$ cat src/rtl/clock_pkg.sv
// Shared types, field limits and packing offsets for the hh:mm:ss.cc timekeeping core.
package clock_pkg;

  typedef enum logic {
    ST_STOP = 1'b0,
    ST_RUN  = 1'b1
  } state_e;

  localparam int FIELD_W = 8;

  localparam logic [FIELD_W-1:0] HH_MAX = 8'd23;
  localparam logic [FIELD_W-1:0] MM_MAX = 8'd59;
  localparam logic [FIELD_W-1:0] SS_MAX = 8'd59;
  localparam logic [FIELD_W-1:0] CC_MAX = 8'd99;

  localparam int HH_LSB = 24;
  localparam int MM_LSB = 16;
  localparam int SS_LSB = 8;
  localparam int CC_LSB = 0;

  // True when every packed field lies inside its counting range.
  function automatic logic time_valid(input logic [31:0] t);
    return (t[HH_LSB +: FIELD_W] <= HH_MAX) &&
           (t[MM_LSB +: FIELD_W] <= MM_MAX) &&
           (t[SS_LSB +: FIELD_W] <= SS_MAX) &&
           (t[CC_LSB +: FIELD_W] <= CC_MAX);
  endfunction

endpackage

$ cat src/rtl/mod_n_field.sv
// One time field: 8-bit modulo-(MAX+1) counter with parallel load and carry-out.
module mod_n_field
  import clock_pkg::*;
#(
  parameter logic [FIELD_W-1:0] MAX = 8'd99
) (
  input  logic               clk,
  input  logic               rst,
  input  logic               inc,
  input  logic               load,
  input  logic [FIELD_W-1:0] load_val,
  output logic [FIELD_W-1:0] value,
  output logic [FIELD_W-1:0] value_nxt,
  output logic               carry
);

  logic [FIELD_W-1:0] value_q, value_d;

  always_comb begin
    value_d = value_q;
    if (load) begin
      value_d = load_val;
    end else if (inc) begin
      value_d = (value_q == MAX) ? '0 : value_q + 1'b1;
    end
  end

  always_ff @(posedge clk or posedge rst) begin
    if (rst) begin
      value_q <= '0;
    end else begin
      value_q <= value_d;
    end
  end

  // Carry is combinational so the whole cascade settles within one cycle.
  assign carry     = inc && (value_q == MAX);
  assign value     = value_q;
  assign value_nxt = value_d;

endmodule

$ cat src/rtl/hms_time_counter.sv
// 10 ms prescaler, hh:mm:ss.cc cascade, STOP/RUN control and validated set handshake.
// Optional LAP_HOLD_EN: freezes the data output while lap=1 without stopping the count.
module hms_time_counter
  import clock_pkg::*;
#(
  parameter int T10MS = 250_000,
  parameter int PS_W  = 18
) (
  input  logic        clk,
  input  logic        rst,
  input  logic        start,
  input  logic        stop,
  input  logic        set_valid,
  input  logic [31:0] set_data,
  output logic        set_ready,
  output logic        set_err,
  input  logic        lap,
  output logic [31:0] data,
  output logic        tick_10ms,
  output logic        day_wrap,
  output logic        running
);

  state_e            state_q, state_d;
  logic [PS_W-1:0]   ps_q, ps_d;
  logic              set_ready_q, set_ready_d;
  logic              running_q, running_d;
  logic              tick_q, day_wrap_q, set_err_q;

  logic              tc, set_fire, set_ok, load;
  logic              cc_carry, ss_carry, mm_carry, hh_carry;
  logic [FIELD_W-1:0] hh, mm, ss, cc;
  logic [FIELD_W-1:0] hh_nxt, mm_nxt, ss_nxt, cc_nxt;
  logic [31:0]       live_q, live_d;

  assign tc       = (state_q == ST_RUN) && (ps_q == PS_W'(T10MS - 1));
  assign set_fire = set_valid && set_ready_q;
  assign set_ok   = time_valid(set_data);
  assign load     = set_fire && set_ok;

  always_ff @(posedge clk or posedge rst) begin
    if (rst) begin
      state_q <= ST_STOP;
    end else begin
      state_q <= state_d;
    end
  end

  // stop has priority over start in every state.
  always_comb begin
    state_d = state_q;
    if (stop) begin
      state_d = ST_STOP;
    end else if (start) begin
      state_d = ST_RUN;
    end
  end

  always_comb begin
    running_d   = (state_d == ST_RUN);
    set_ready_d = (state_d == ST_STOP);
  end

  // Prescaler holds in STOP so a resume completes the partial interval.
  always_comb begin
    ps_d = ps_q;
    if (load) begin
      ps_d = '0;
    end else if (state_q == ST_RUN) begin
      ps_d = tc ? '0 : ps_q + 1'b1;
    end
  end

  always_ff @(posedge clk or posedge rst) begin
    if (rst) begin
      ps_q        <= '0;
      running_q   <= 1'b0;
      set_ready_q <= 1'b1;
      tick_q      <= 1'b0;
      day_wrap_q  <= 1'b0;
      set_err_q   <= 1'b0;
    end else begin
      ps_q        <= ps_d;
      running_q   <= running_d;
      set_ready_q <= set_ready_d;
      tick_q      <= tc;
      day_wrap_q  <= hh_carry;
      set_err_q   <= set_fire && !set_ok;
    end
  end

  mod_n_field #(.MAX(CC_MAX)) u_cc (
    .clk(clk), .rst(rst), .inc(tc), .load(load),
    .load_val(set_data[CC_LSB +: FIELD_W]),
    .value(cc), .value_nxt(cc_nxt), .carry(cc_carry)
  );

  mod_n_field #(.MAX(SS_MAX)) u_ss (
    .clk(clk), .rst(rst), .inc(cc_carry), .load(load),
    .load_val(set_data[SS_LSB +: FIELD_W]),
    .value(ss), .value_nxt(ss_nxt), .carry(ss_carry)
  );

  mod_n_field #(.MAX(MM_MAX)) u_mm (
    .clk(clk), .rst(rst), .inc(ss_carry), .load(load),
    .load_val(set_data[MM_LSB +: FIELD_W]),
    .value(mm), .value_nxt(mm_nxt), .carry(mm_carry)
  );

  mod_n_field #(.MAX(HH_MAX)) u_hh (
    .clk(clk), .rst(rst), .inc(mm_carry), .load(load),
    .load_val(set_data[HH_LSB +: FIELD_W]),
    .value(hh), .value_nxt(hh_nxt), .carry(hh_carry)
  );

  assign live_q = {hh, mm, ss, cc};
  assign live_d = {hh_nxt, mm_nxt, ss_nxt, cc_nxt};

`ifdef LAP_HOLD_EN
  logic [31:0] data_q;

  // Loading from the next-state value keeps data aligned with tick_10ms.
  always_ff @(posedge clk or posedge rst) begin
    if (rst) begin
      data_q <= '0;
    end else if (load || !lap) begin
      data_q <= live_d;
    end
  end

  assign data = data_q;
`else
  logic unused_lap;
  logic [31:0] unused_live_d;

  assign unused_lap    = lap;
  assign unused_live_d = live_d;
  assign data          = live_q;
`endif

  assign set_ready = set_ready_q;
  assign set_err   = set_err_q;
  assign tick_10ms = tick_q;
  assign day_wrap  = day_wrap_q;
  assign running   = running_q;

endmodule
$ cat config.mk
export PLATFORM = sky130hd
export DESIGN_NAME = hms_time_counter
export DESIGN_NICKNAME = d
export VERILOG_FILES = /design/src/rtl/clock_pkg.sv /design/src/rtl/mod_n_field.sv /design/src/rtl/hms_time_counter.sv
export SDC_FILE = /design/constraint.sdc
export NUM_CORES = 1
export LEC_CHECK = 0
export CAP_MARGIN = 20
export CORE_ASPECT_RATIO = 0.9
export CORE_MARGIN = 10
export CORE_UTILIZATION = 40
export CTS_BUF_LIST = sky130_fd_sc_hd__clkbuf_8
export DETAILED_ROUTE_END_ITERATION = 8
export PLACE_DENSITY = 0.74
export SLEW_MARGIN = 20
export SYNTH_ARGS = -nofsm -noshare
export SYNTH_HDL_FRONTEND = slang
export SYNTH_SLANG_ARGS = --single-unit
$ cat constraint.sdc
create_clock -name clk -period 2.6 [get_ports clk]
set_clock_uncertainty 0.05 [all_clocks]
set_input_delay 0.26 -clock clk [delete_from_list [all_inputs] [get_ports clk]]
set_output_delay 0.26 -clock clk [all_outputs]
set_load 0.05 [all_outputs]
# After elaboration in Yosys (flattened, before gate mapping)
# Index checks and enable logic that the tools add are counted.
# word_totals
elab_cells	59
ff_bits	55
output_inout_bits	37
# op_classes
n_reduce_logical	17
n_addsub	5
n_lt_le_gt_ge	4
eq_ne	5
n_mux	17
bitwise_logic	1
# ops
cell	count
8-bit 2-to-1 mux	12
18-bit 2-to-1 mux	3
8-bit by 1-bit adder with 8-bit output (second input constant)	4
18-bit by 1-bit adder with 18-bit output (second input constant)	1
18-bit equality test (second input constant)	1
8-bit by 6-bit equality test with 1-bit output (second input constant)	2
8-bit by 6-bit <= comparator with 1-bit output (second input constant)	2
1-bit logical AND	11
2-bit nonzero test	5
8-bit by 5-bit equality test with 1-bit output (second input constant)	1
8-bit by 7-bit equality test with 1-bit output (second input constant)	1
8-bit by 5-bit <= comparator with 1-bit output (second input constant)	1
8-bit by 7-bit <= comparator with 1-bit output (second input constant)	1
1-bit 2-to-1 mux	2
1-bit zero test	1
1-bit NOT	1

# Depth between registers and ports, before layout
# Gate-level depths: netlist (run 1).
# logic_depth
word_depth	7
depth_mapped	8
depth_no_buf	7

# Modules after synthesis
# A second synthesis (run 1) with hierarchy kept.
# hier_totals
cells_unflattened	343
hier_area_um2	3274.4
# modules_own_cells
mod	seq_area_each_um2	cells_each	instances	area_each_um2
hms_time_counter	576.8	125	1	1222.4
mod_n_field at u_mm ...	200.2	54	2	505.5
mod_n_field at u_cc	200.2	57	1	548.0
mod_n_field at u_hh	200.2	53	1	493.0

# Worst setup path before layout (run 1)
# No wires, ideal clock.
# synth_timing
path_type	register to register
from	register u_cc.value_q[0] (netlist: u_cc.value[0])
to	register u_hh.value_q[3] (netlist: u_hh.value[3])
path_buffers	1
arrival_ns	2.385
setup_time_ns	0.069
path_slack_ns	0.097
stages_incl_launch_ff	8
path_cell_list	dfrtp_1 -> ha_1 -> nor4b_4 -> nand2_2 -> or3_1 -> buf_6 -> or4_1 -> nand3_1
# synth_via
elab_chain_len	5
# synth_lines
item	line_no	source
start: declaration	mod_n_field.sv:17	logic [FIELD_W-1:0] value_q, value_d;
start signal: assignment	mod_n_field.sv:32	value_q <= value_d;
8-bit by 7-bit equality test with 1-bit output	mod_n_field.sv:37	assign carry = inc && (value_q == MAX);
1-bit logical AND (3 in series)	mod_n_field.sv:37	
2-bit nonzero test (no source line)	n/a	
end signal: assignment	mod_n_field.sv:32	
end: declaration	mod_n_field.sv:17	
# Every way passes these cells.
# A chain may end at the register's enable or synchronous reset.

# Worst setup path in the final report (run 1)
# layout_timing
from	register ps_q[8]
to	register u_hh.value_q[5] (netlist: u_hh.value[5])
# layout_via
elab_chain_len	6
# layout_lines
item	line_no	source
start: declaration	hms_time_counter.sv:25	logic [PS_W-1:0] ps_q, ps_d;
start signal: assignment	hms_time_counter.sv:83	ps_q <= ps_d;
18-bit equality test	hms_time_counter.sv:36	assign tc = (state_q == ST_RUN) && (ps_q == PS_W'(T10MS - 1));
1-bit logical AND	hms_time_counter.sv:36	
1-bit logical AND (3 in series)	mod_n_field.sv:37	
2-bit nonzero test (no source line)	n/a	
# Every way passes these cells.

==> results of run 1 <==
## cells by family after synthesis
logic type | after synthesis
and+or+nand+nor | 196
AOI/OAI and AO/OA | 69
DFF | 55
buffers and inverters | 23
xor gates and xnor gates | 19
muxes | 5
adders and majority gates | 5
## final timing paths
path	from	endpoint	slack, ns
setup / recovery	ps_q[8]	u_hh.value[5]	0.23
hold / removal	rst	u_ss.value[1]	0.22
setup reg to reg	ps_q[8]	u_hh.value[5]	0.23
hold reg to reg	set_ready	set_err	0.52
max in group asynchronous	rst	u_mm.value[0]	1.64
min in group clk	set_data[0]	u_cc.value[0]	0.44
## power groups by stage
stage               clock network [mW]  registers [mW]  logic (mW)
floorplan                            0            1.11       0.201
CTS                              0.549            1.08       0.382
finish                           0.535            1.08       0.378
global placement                     0            1.09       0.368
detailed placement                   0            1.10       0.380
global route                     0.584            1.10       0.413
## metal layers
metal  wire, um  vias up  track usage (%)
li1           -     1528                -
met2       4590       97             24.8
met4        161        0             4.64
met3        746        9             3.65
met1       4290     1537             21.0
met5          0        -                0
## placed cells by master (no fill, tap or decap), drive strengths merged, types with 5 or more instances in the layout
master,count
nand2,39
mux2i,5
o21ai,19
xnor2,11
inv,7
a21oi,21
and3,13
clkbuf,7
xor2,8
nand4,15
clkdlybuf4s50,73
a31oi,6
buf,18
or3,9
nor2,39
nor3,12
and2,5
nand3,21
ha,5
nor4,10
dfrtp,54
nor4b,7
## flip-flops by register name (all words and copies together) (netlist names)
register,count
day_wrap,1
set_ready,1
u_ss.value,8
set_err,1
u_mm.value,8
tick_10ms,1
u_cc.value,8
running,1
ps_q,18
u_hh.value,8
## per-stage QoR
step	util (%)	power, mW
after global routing	53.8	2.10
final	53.8	2.00
after detailed placement	52.5	1.48
after CTS	53.8	2.01
after global placement	52.5	1.46
after floorplan	-	1.31
## layout make-up
cell class	instances	area (um2)
Tap cell	99	124
Clock buffer	7	96.3
Inverter	7	26.3
Clock inverter	1	7.51
Sequential cell	55	1380
Timing Repair Buffer	91	878
Fill cell	740	3710
Multi-Input combinational cell	294	1810
## timing repair
action | 4_1_cts | 5_1_grt
endpoints found under the setup margin | 0 | 4
buffers inserted | 0 | 0
gates resized for setup | 0 | 1
endpoints found under the hold margin | 0 | 0
hold buffers | 0 | 0
==> results.ini, run 1 <==
[cells_and_area]
drive_above_1_share_pct = 9.01
finish.instance_area_um2 = 4320
fin_nets = 497
fin_cells = 554
area_growth_pct = 31.2
antenna_cells = 0

[pwr]
p_int_mw = 1.36
switchingPower_mw = 0.632
ir_drop_uv = 284
pwr-share-clk_pct = 26.8
powerDensity_nw_per_um2 = 462
swShare_pct = 31.6
p_leak_nw = 1.71
combPwrFrac_pct = 18.9
seq_power_share_pct = 54.3

[clocking]
clk_latency_ns = 0.32
cts_max_level = 2
cts.clk_slew.worst_paths_ns = 0.10
cts.sink_count = 55
cts_inserted_buffers = 5
cts_tree = yes
cts_root_buf = clkbuf_8
max-clock-path-buffers = 2

[sta]
worst_pin_slew_ns = 0.634
min_period_over_period_pct = 91.3
finalHoldViolations = 0
timing.hold.ws_ns = 0.222
fin_setup_tns_ns = 0
worst_slack_ns = 0.227
relSlewSlack_pct = 57.4
setup_viol = 0
maxSlewViolCount = 0
post-route-min-period_ns = 2.37
rsz0062_at_grt = false
fmax_ghz = 0.421

[floorplanning]
num_io_pins = 75
row_count = 31
die_y_um = 106
core_um2 = 8030
die_w_um = 116
dieArea_um2 = 12300
start_util_pct = 41.0

[critical_path]
slowest_stage = or4_4
critPathRequiredTime_ns = 2.80
path_cells = nor4b_2, nand3_1, or2_4, or4_4, a21oi_2
slowest_delay_ns = 0.51
rr_worst_depth = 5
cpLargestDelayFamily = simple AND/OR/NAND/NOR gates
worst-endpoint-arrival_ns = 2.58
path_depth = 5
end_kind = flip-flop
path_buf_inv = 0
crit_path_max_fanout = 7
setup.worst_path.start_class = flip-flop
worstSetupPathType = flip-flop to flip-flop

[global_route]
grt_pass1_wl_um = 16100
grt_usage_pct = 15.7
globalRoute.totalOverflow = 0
grt_pass1_vias = 3142
antenna_found_initial = 0
grt_max_degree = 36

[yosys]
synth-edff-count = 0
synthSimpleGateAreaFrac_pct = 33.2
synth_compound_area_share_pct = 13.1
synth_fa_ha_area_share_pct = 1.90
async_flop_share_pct = 100
yosys_warnings = 0
syn-num-nets = 415
ys_types = 55
synth.area.top_cells = dfrtp_1 (41%), nor2_1 (4.4%), nand2_1 (4.2%)
synth.top_cells.by_count = dfrtp_1 (54), nor2_1 (39), nand2_1 (37)
syn_area_per_cell_um2 = 8.85
ys.flop_type = dfrtp_1
ys_seq_area_share_pct = 41.8
netlist.area_leader.share_pct = 41.0
synth_seq_cells = 55
synthMuxAreaShare_pct = 1.52
synth-xor-area-share_pct = 5.05
synth_area_um2 = 3290
synth_cells = 372
synth_most_common_cell = dfrtp_1
yosysTopAreaCell = dfrtp_1
synth_top_family_by_area = simple AND/OR/NAND/NOR gates

[placed_design]
gp_congestion = 0.877
dp_cells = 546
post_dp_cell_area_um2 = 4210
post-place-ws_ns = 0.0741
dp_hpwl_um = 7480
port_buffers = 73

[drt]
drc_errors = 0
drt_iter0_drc = 200
vias_per_cell = 5.72
first_pass_iters = 4
vias = 3171
wire_per_inst_um = 17.7
ant_nets = 0
wirelength_um = 9790

[hold_path]
hold_class = input pin to async pin

[status]
outcome = completed

[flow_run]
cap_violations = 0

No activity file was read; power rests on OpenSTA's default activity.
==> inputs of run 2 (changes only) <==
CTS_BUF_LIST = sky130_fd_sc_hd__clkbuf_4   (was sky130_fd_sc_hd__clkbuf_8)
DONT_BUFFER_PORTS = 1   (was default)
PLACE_DENSITY = 0.62   (was 0.74)
==> results.ini, run 2 (synthesis gave the netlist of run 1 again) <==
[sta]
relSlewSlack_pct = 43.2  ; was 57.4%
fin_setup_tns_ns = 0  ; unchanged
finalHoldViolations = 0  ; unchanged
fmax_ghz = 0.408  ; was 0.421 GHz
maxSlewViolCount = 0  ; unchanged
post-route-min-period_ns = 2.45  ; was 2.37 ns
rsz0062_at_grt = false  ; unchanged
min_period_over_period_pct = 94.4  ; was 91.3%
worst_slack_ns = 0.147  ; was 0.227 ns
setup_viol = 0  ; unchanged
worst_pin_slew_ns = 0.851  ; was 0.634 ns

[cells_and_area]
largest_register_ffs = 18  ; unchanged
final_common_cell = dfrtp_1  ; was clkdlybuf4s50_1
final_cell_mix = dfrtp_1 (54), buf_4 (42), nor2_1 (39)  ; was clkdlybuf4s50_1 (73), dfrtp_1 (54), nor2_1 (39)
antenna_cells = 0  ; unchanged
area_growth_pct = 21.6  ; was 31.2%
drive_above_1_share_pct = 15.2  ; was 9.01%
fin_nets = 475  ; was 497
largest-register = ps_q  ; unchanged

[global_route]
grt_max_degree = 40  ; was 36
globalRoute.totalOverflow = 0  ; unchanged
gr-usage-met2_pct = 24.3  ; was 24.8%
met1_usage_pct = 21.4  ; was 21.0%
grt_usage_pct = 16.0  ; was 15.7%
antenna_found_initial = 0  ; unchanged
met3_usage_pct = 5.17  ; was 3.65%
grt_pass1_vias = 3065  ; was 3142
busiest_layer = met2  ; unchanged
grt_pass1_wl_um = 15900  ; was 16100 um

[critical_path]
r2r-end = u_hh.value[3]  ; was u_hh.value[5]
worstReg2RegStart = u_cc.value[1]  ; was ps_q[8]
crit_path_max_fanout = 19  ; was 7
critPathRequiredTime_ns = 2.89  ; was 2.80 ns
worst-endpoint-arrival_ns = 2.74  ; was 2.58 ns
worstSetupPathType = flip-flop to flip-flop  ; unchanged
end_kind = flip-flop  ; unchanged
path_cells = ha_1, nor4b_4, nand2_2, or3_2, or4_1, nand3_1  ; was nor4b_2, nand3_1, or2_4, or4_4, a21oi_2
slowest_delay_ns = 0.68  ; was 0.51 ns
slowest_stage = or3_2  ; was or4_4
setup.worst_path.start_class = flip-flop  ; unchanged
rr_worst_depth = 6  ; was 5
ff2ff_setup_slack_ns = 0.15  ; was 0.23 ns

[drt]
wire_per_inst_um = 18.5  ; was 17.7 um
wirelength_um = 9830  ; was 9790 um
ant_nets = 0  ; unchanged
vias = 3111  ; was 3171
drt_iter0_drc = 203  ; was 200
drc_errors = 0  ; unchanged
vias_per_cell = 5.85  ; was 5.72
first_pass_iters = 5  ; was 4

[hold_path]
hold_class = input pin to flip-flop  ; was input pin to async pin
whs_path_depth = 2
min_from = set_data[18]
hold_end = u_mm.value[2]

[status]
outcome = completed  ; unchanged

[floorplanning]
die_w_um = 116  ; unchanged
die_y_um = 106  ; unchanged
dieArea_um2 = 12300  ; unchanged
num_io_pins = 75  ; unchanged
start_util_pct = 41.0  ; unchanged
core_um2 = 8030  ; unchanged
row_count = 31  ; unchanged

[pwr]
p_leak_nw = 1.61  ; was 1.71 nW
powerDensity_nw_per_um2 = 451  ; was 462 nW/um2
ir_drop_uv = 206  ; was 284 uV

[clocking]
cts_inserted_buffers = 5  ; unchanged
cts.clk_slew.worst_paths_ns = 0.16  ; was 0.10 ns
cts_root_buf = clkbuf_4  ; was clkbuf_8
cts_max_level = 2  ; unchanged
cts.sink_count = 55  ; unchanged
max-clock-path-buffers = 2  ; unchanged
clk_latency_ns = 0.38  ; was 0.32 ns
cts_tree = yes  ; unchanged

[placed_design]
post-place-ws_ns = 0.106  ; was 0.0741 ns
gp_congestion = 0.861  ; was 0.877
port_buffers = 0  ; was 73
dp_hpwl_um = 7330  ; was 7480 um

[flow_run]
cap_violations = 0  ; unchanged

==> run 2: layer usage <==
layer | up-vias | share of wire [%]
met1 | 1520 | 45
li1 | 1488 | -
met3 | 8 | 8.8
met5 | - | 0
met2 | 95 | 45
met4 | 0 | 1.1
==> run 2: worst max-delay path by stage <==
| stage | start | to | slack [ns] | cells after the start |
|---|---|---|---|---|
| floorplan | u_cc.value[0] | u_hh.value[3] | 0.1 | 7 |
| global placement | ps_q[6] | u_hh.value[3] | 0.16 | 5 |
| detailed placement | ps_q[6] | u_hh.value[3] | 0.11 | 5 |
| CTS | ps_q[8] | u_hh.value[3] | 0.07 | 5 |
| global route | u_cc.value[0] | u_hh.value[3] | 0.0003 | 6 |
| finish | u_cc.value[1] | u_hh.value[3] | 0.15 | 6 |
==> run 2: power by group <==
part	switching, mW	leakage (nW)	internal (mW)
combinational	0.183	1.00	0.150
sequential	0.150	0.581	0.940
clock	0.272	0.0307	0.112
==> run 2: cell type report <==
class / count / area [um2]
Fill cell: 763 / 4020
Inverter: 7 / 26.3
Sequential cell: 55 / 1380
Multi-Input combinational cell: 294 / 1830
Tap cell: 99 / 124
Clock inverter: 2 / 7.51
Clock buffer: 6 / 45.0
Timing Repair Buffer: 69 / 596
==> run 2: timing repair <==
item / CTS / global route
gates resized for setup: 0 / 4
hold buffers: 26 / 0
setup buffers: 0 / 0
setup endpoints to repair: 0 / 6
hold endpoints to repair: 62 / 0
==> run 2: worst max-delay path: cells and delay by family (launching register included) <==
| family | cells | cell delay, ns |
|---|---|---|
| flops | 1 | 0.39 |
| simple gates | 5 | 1.76 |
| fa+ha+maj | 1 | 0.22 |
==> run 2: through the flow <==
stage / utilization (%) / total power, mW / cell area, um2 / instances / hold WS [ns]
2_1_floorplan: - / 1.31 / 3290 / 372 / 0.326
3_3_place_gp: 45.7 / 1.39 / 3670 / 498 / 0.308
3_5_place_dp: 45.7 / 1.40 / 3670 / 498 / 0.324
4_1_cts: 49.6 / 1.82 / 3980 / 532 / 0.0136
5_1_grt: 49.9 / 1.91 / 4010 / 532 / 0.0237
6_report: 49.9 / 1.81 / 4010 / 532 / 0.0308
==> inputs of run 3 (changes only) <==
--- a/config.mk
+++ b/config.mk
@@ -13,4 +13,5 @@
 export DETAILED_ROUTE_END_ITERATION = 8
 export DONT_BUFFER_PORTS = 1
+export GPL_TIMING_DRIVEN = 0
 export PLACE_DENSITY = 0.62
 export SLEW_MARGIN = 20
--- a/constraint.sdc
+++ b/constraint.sdc
@@ -3,3 +3,3 @@
 set_input_delay 0.26 -clock clk [delete_from_list [all_inputs] [get_ports clk]]
 set_output_delay 0.26 -clock clk [all_outputs]
-set_load 0.05 [all_outputs]
+set_load 0.1 [all_outputs]
==> results.ini, run 3 (synthesis gave the netlist of run 1 again) <==
[status]
outcome = completed  ; unchanged

[placed_design]
dp_hpwl_um = 7380  ; was 7330 um
post_dp_cell_area_um2 = 3460  ; was 3670 um2
gp_congestion = 0.834  ; was 0.861
post-place-ws_ns = -0.481  ; was 0.106 ns
port_buffers = 0  ; unchanged
dp_cells = 472  ; was 498

[drt]
first_pass_iters = 5  ; unchanged
drc_errors = 0  ; unchanged
wirelength_um = 10300  ; was 9830 um
wire_per_inst_um = 20.0  ; was 18.5 um
ant_nets = 0  ; unchanged
vias = 3068  ; was 3111
vias_per_cell = 5.96  ; was 5.85
drt_iter0_drc = 181  ; was 203

[sta]
maxSlewViolCount = 0  ; unchanged
relSlewSlack_pct = 30.0  ; was 43.2%
timing.hold.ws_ns = 0.0292  ; was 0.0308 ns
fmax_ghz = 0.402  ; was 0.408 GHz
setup_viol = 0  ; unchanged
worst_slack_ns = 0.114  ; was 0.147 ns
min_period_over_period_pct = 95.6  ; was 94.4%
finalHoldViolations = 0  ; unchanged
worst_pin_slew_ns = 1.05  ; was 0.851 ns
post-route-min-period_ns = 2.49  ; was 2.45 ns

[floorplanning]
die_w_um = 116  ; unchanged
num_io_pins = 75  ; unchanged
start_util_pct = 41.0  ; unchanged
dieArea_um2 = 12300  ; unchanged
row_count = 31  ; unchanged
core_um2 = 8030  ; unchanged
die_y_um = 106  ; unchanged

[pwr]
ir_drop_uv = 350  ; was 206 uV
p_int_mw = 1.20  ; about the same
swShare_pct = 36.5  ; was 33.5%
seq_power_share_pct = 63.4  ; was 60.4%
powerDensity_nw_per_um2 = 472  ; was 451 nW/um2
pwr-share-clk_pct = 21.0  ; was 21.2%
power.total_mw = 1.89  ; was 1.81 mW
p_leak_nw = 1.55  ; was 1.61 nW
switchingPower_mw = 0.691  ; was 0.605 mW
combPwrFrac_pct = 15.6  ; was 18.4%

[clocking]
cts.clk_slew.worst_paths_ns = 0.18  ; was 0.16 ns
cts_tree = yes  ; unchanged
clk_latency_ns = 0.42  ; was 0.38 ns
cts_max_level = 2  ; unchanged
cts.sink_count = 55  ; unchanged
max-clock-path-buffers = 2  ; unchanged
cts_root_buf = clkbuf_4  ; unchanged
cts_inserted_buffers = 5  ; unchanged

[critical_path]
end_kind = flip-flop  ; unchanged
worst-endpoint-arrival_ns = 2.81  ; was 2.74 ns
critPathRequiredTime_ns = 2.92  ; was 2.89 ns
worstSetupPathType = flip-flop to flip-flop  ; unchanged
setup.worst_path.start_class = flip-flop  ; unchanged
crit_path_max_fanout = 4  ; was 19

[cells_and_area]
fin_nets = 458  ; was 475
largest-register = ps_q  ; unchanged
drive_above_1_share_pct = 20.0  ; was 15.2%
final_cell_mix = nor2_1 (39), nand2_1 (35), dlygate4sd3_1 (27)  ; was dfrtp_1 (54), buf_4 (42), nor2_1 (39)
multi_input_area_um2 = 1910  ; was 1830 um2
ff_latch_area_um2 = 1440  ; was 1380 um2
fillCellCount = 743  ; was 763
final_common_cell = nor2_1  ; was dfrtp_1
finish.instance_area_um2 = 4010  ; about the same
area_growth_pct = 21.8  ; was 21.6%
antenna_cells = 0  ; unchanged
largest_register_ffs = 18  ; unchanged
fin_cells = 515  ; was 532

[global_route]
grt_usage_pct = 16.1  ; was 16.0%
grt_max_degree = 43  ; was 40
antenna_found_initial = 0  ; unchanged
grt_pass1_vias = 2913  ; was 3065
busiest_layer = met2  ; unchanged
grt_pass1_wl_um = 15900  ; about the same
gr-usage-met2_pct = 23.8  ; was 24.3%
met3_usage_pct = 6.13  ; was 5.17%
met1_usage_pct = 21.5  ; was 21.4%
globalRoute.totalOverflow = 0  ; unchanged

[flow_run]
cap_violations = 0  ; unchanged

[hold_path]
hold_class = input pin to flip-flop  ; unchanged

run 3: cell types whose count changed in the layout (fill, tap and decap cells not counted), sizes merged:
cell / previous run / this run
buf: 43 / 20
clkbuf: 6 / 11
dlygate4sd3: 26 / 27
run 3: what timing repair did:
item,4_1_cts,5_1_grt
pin swaps,1,3
gates resized for setup,39,21
buffers inserted,2,6
hold endpoints to repair,81,0
setup endpoints to repair,28,30
hold buffers,27,0
run 3: layout make-up:
type	instances	share of cell area [%]
sequential	55	36.0
clock buffer	6	1.12
timing repair buffer	36	8.92
inverter	7	0.717
clock inverter	2	0.187
tap	99	3.09
buffer	16	2.34
multi-input combinational	294	47.6
run 3: power by group through the flow:
stage                     logic, mW  clock network (mW)  registers, mW
after floorplan               0.202                   0           1.17
after global routing          0.334               0.445           1.21
final                         0.296               0.397           1.20
after CTS                     0.291               0.399           1.19
after global placement        0.238                   0           1.20
after detailed placement      0.254                   0           1.20
run 3: critical path: stages, from the launching register on:
cell and delay [ns]:
dfrtp_4 0.67, ha_4 0.19, nor4b_4 0.27, buf_4 0.18
nand4_1 0.14, or2_4 0.30, or4_4 0.51, a21oi_2 0.14
run 3: worst paths after layout:
check	slack [ns]	start	end	cells after the start
max	0.11	u_cc.value[1]	u_hh.value[5]	7
min	0.03	start	set_ready	2
max reg2reg	0.11	u_cc.value[1]	u_hh.value[5]	7
min reg2reg	0.55	ps_q[16]	ps_q[16]	2
max in group asynchronous	1.80	rst	set_ready	3
min in group asynchronous	0.19	rst	running	2
run 3: through the flow:
stage               utilization (%)  TNS, ns
floorplan                         -        0
global route                   50.0  -0.0225
CTS                            48.4        0
global placement               42.7    -5.00
finish                         50.0        0
detailed placement             43.0    -4.77
run 3: routing by layer:
| layer | up-vias | wire length, um |
|---|---|---|
| met5 | - | 0 |
| met1 | 1485 | 4530 |
| met2 | 123 | 4680 |
| met4 | 0 | 88 |
| met3 | 9 | 978 |
| li1 | 1451 | - |
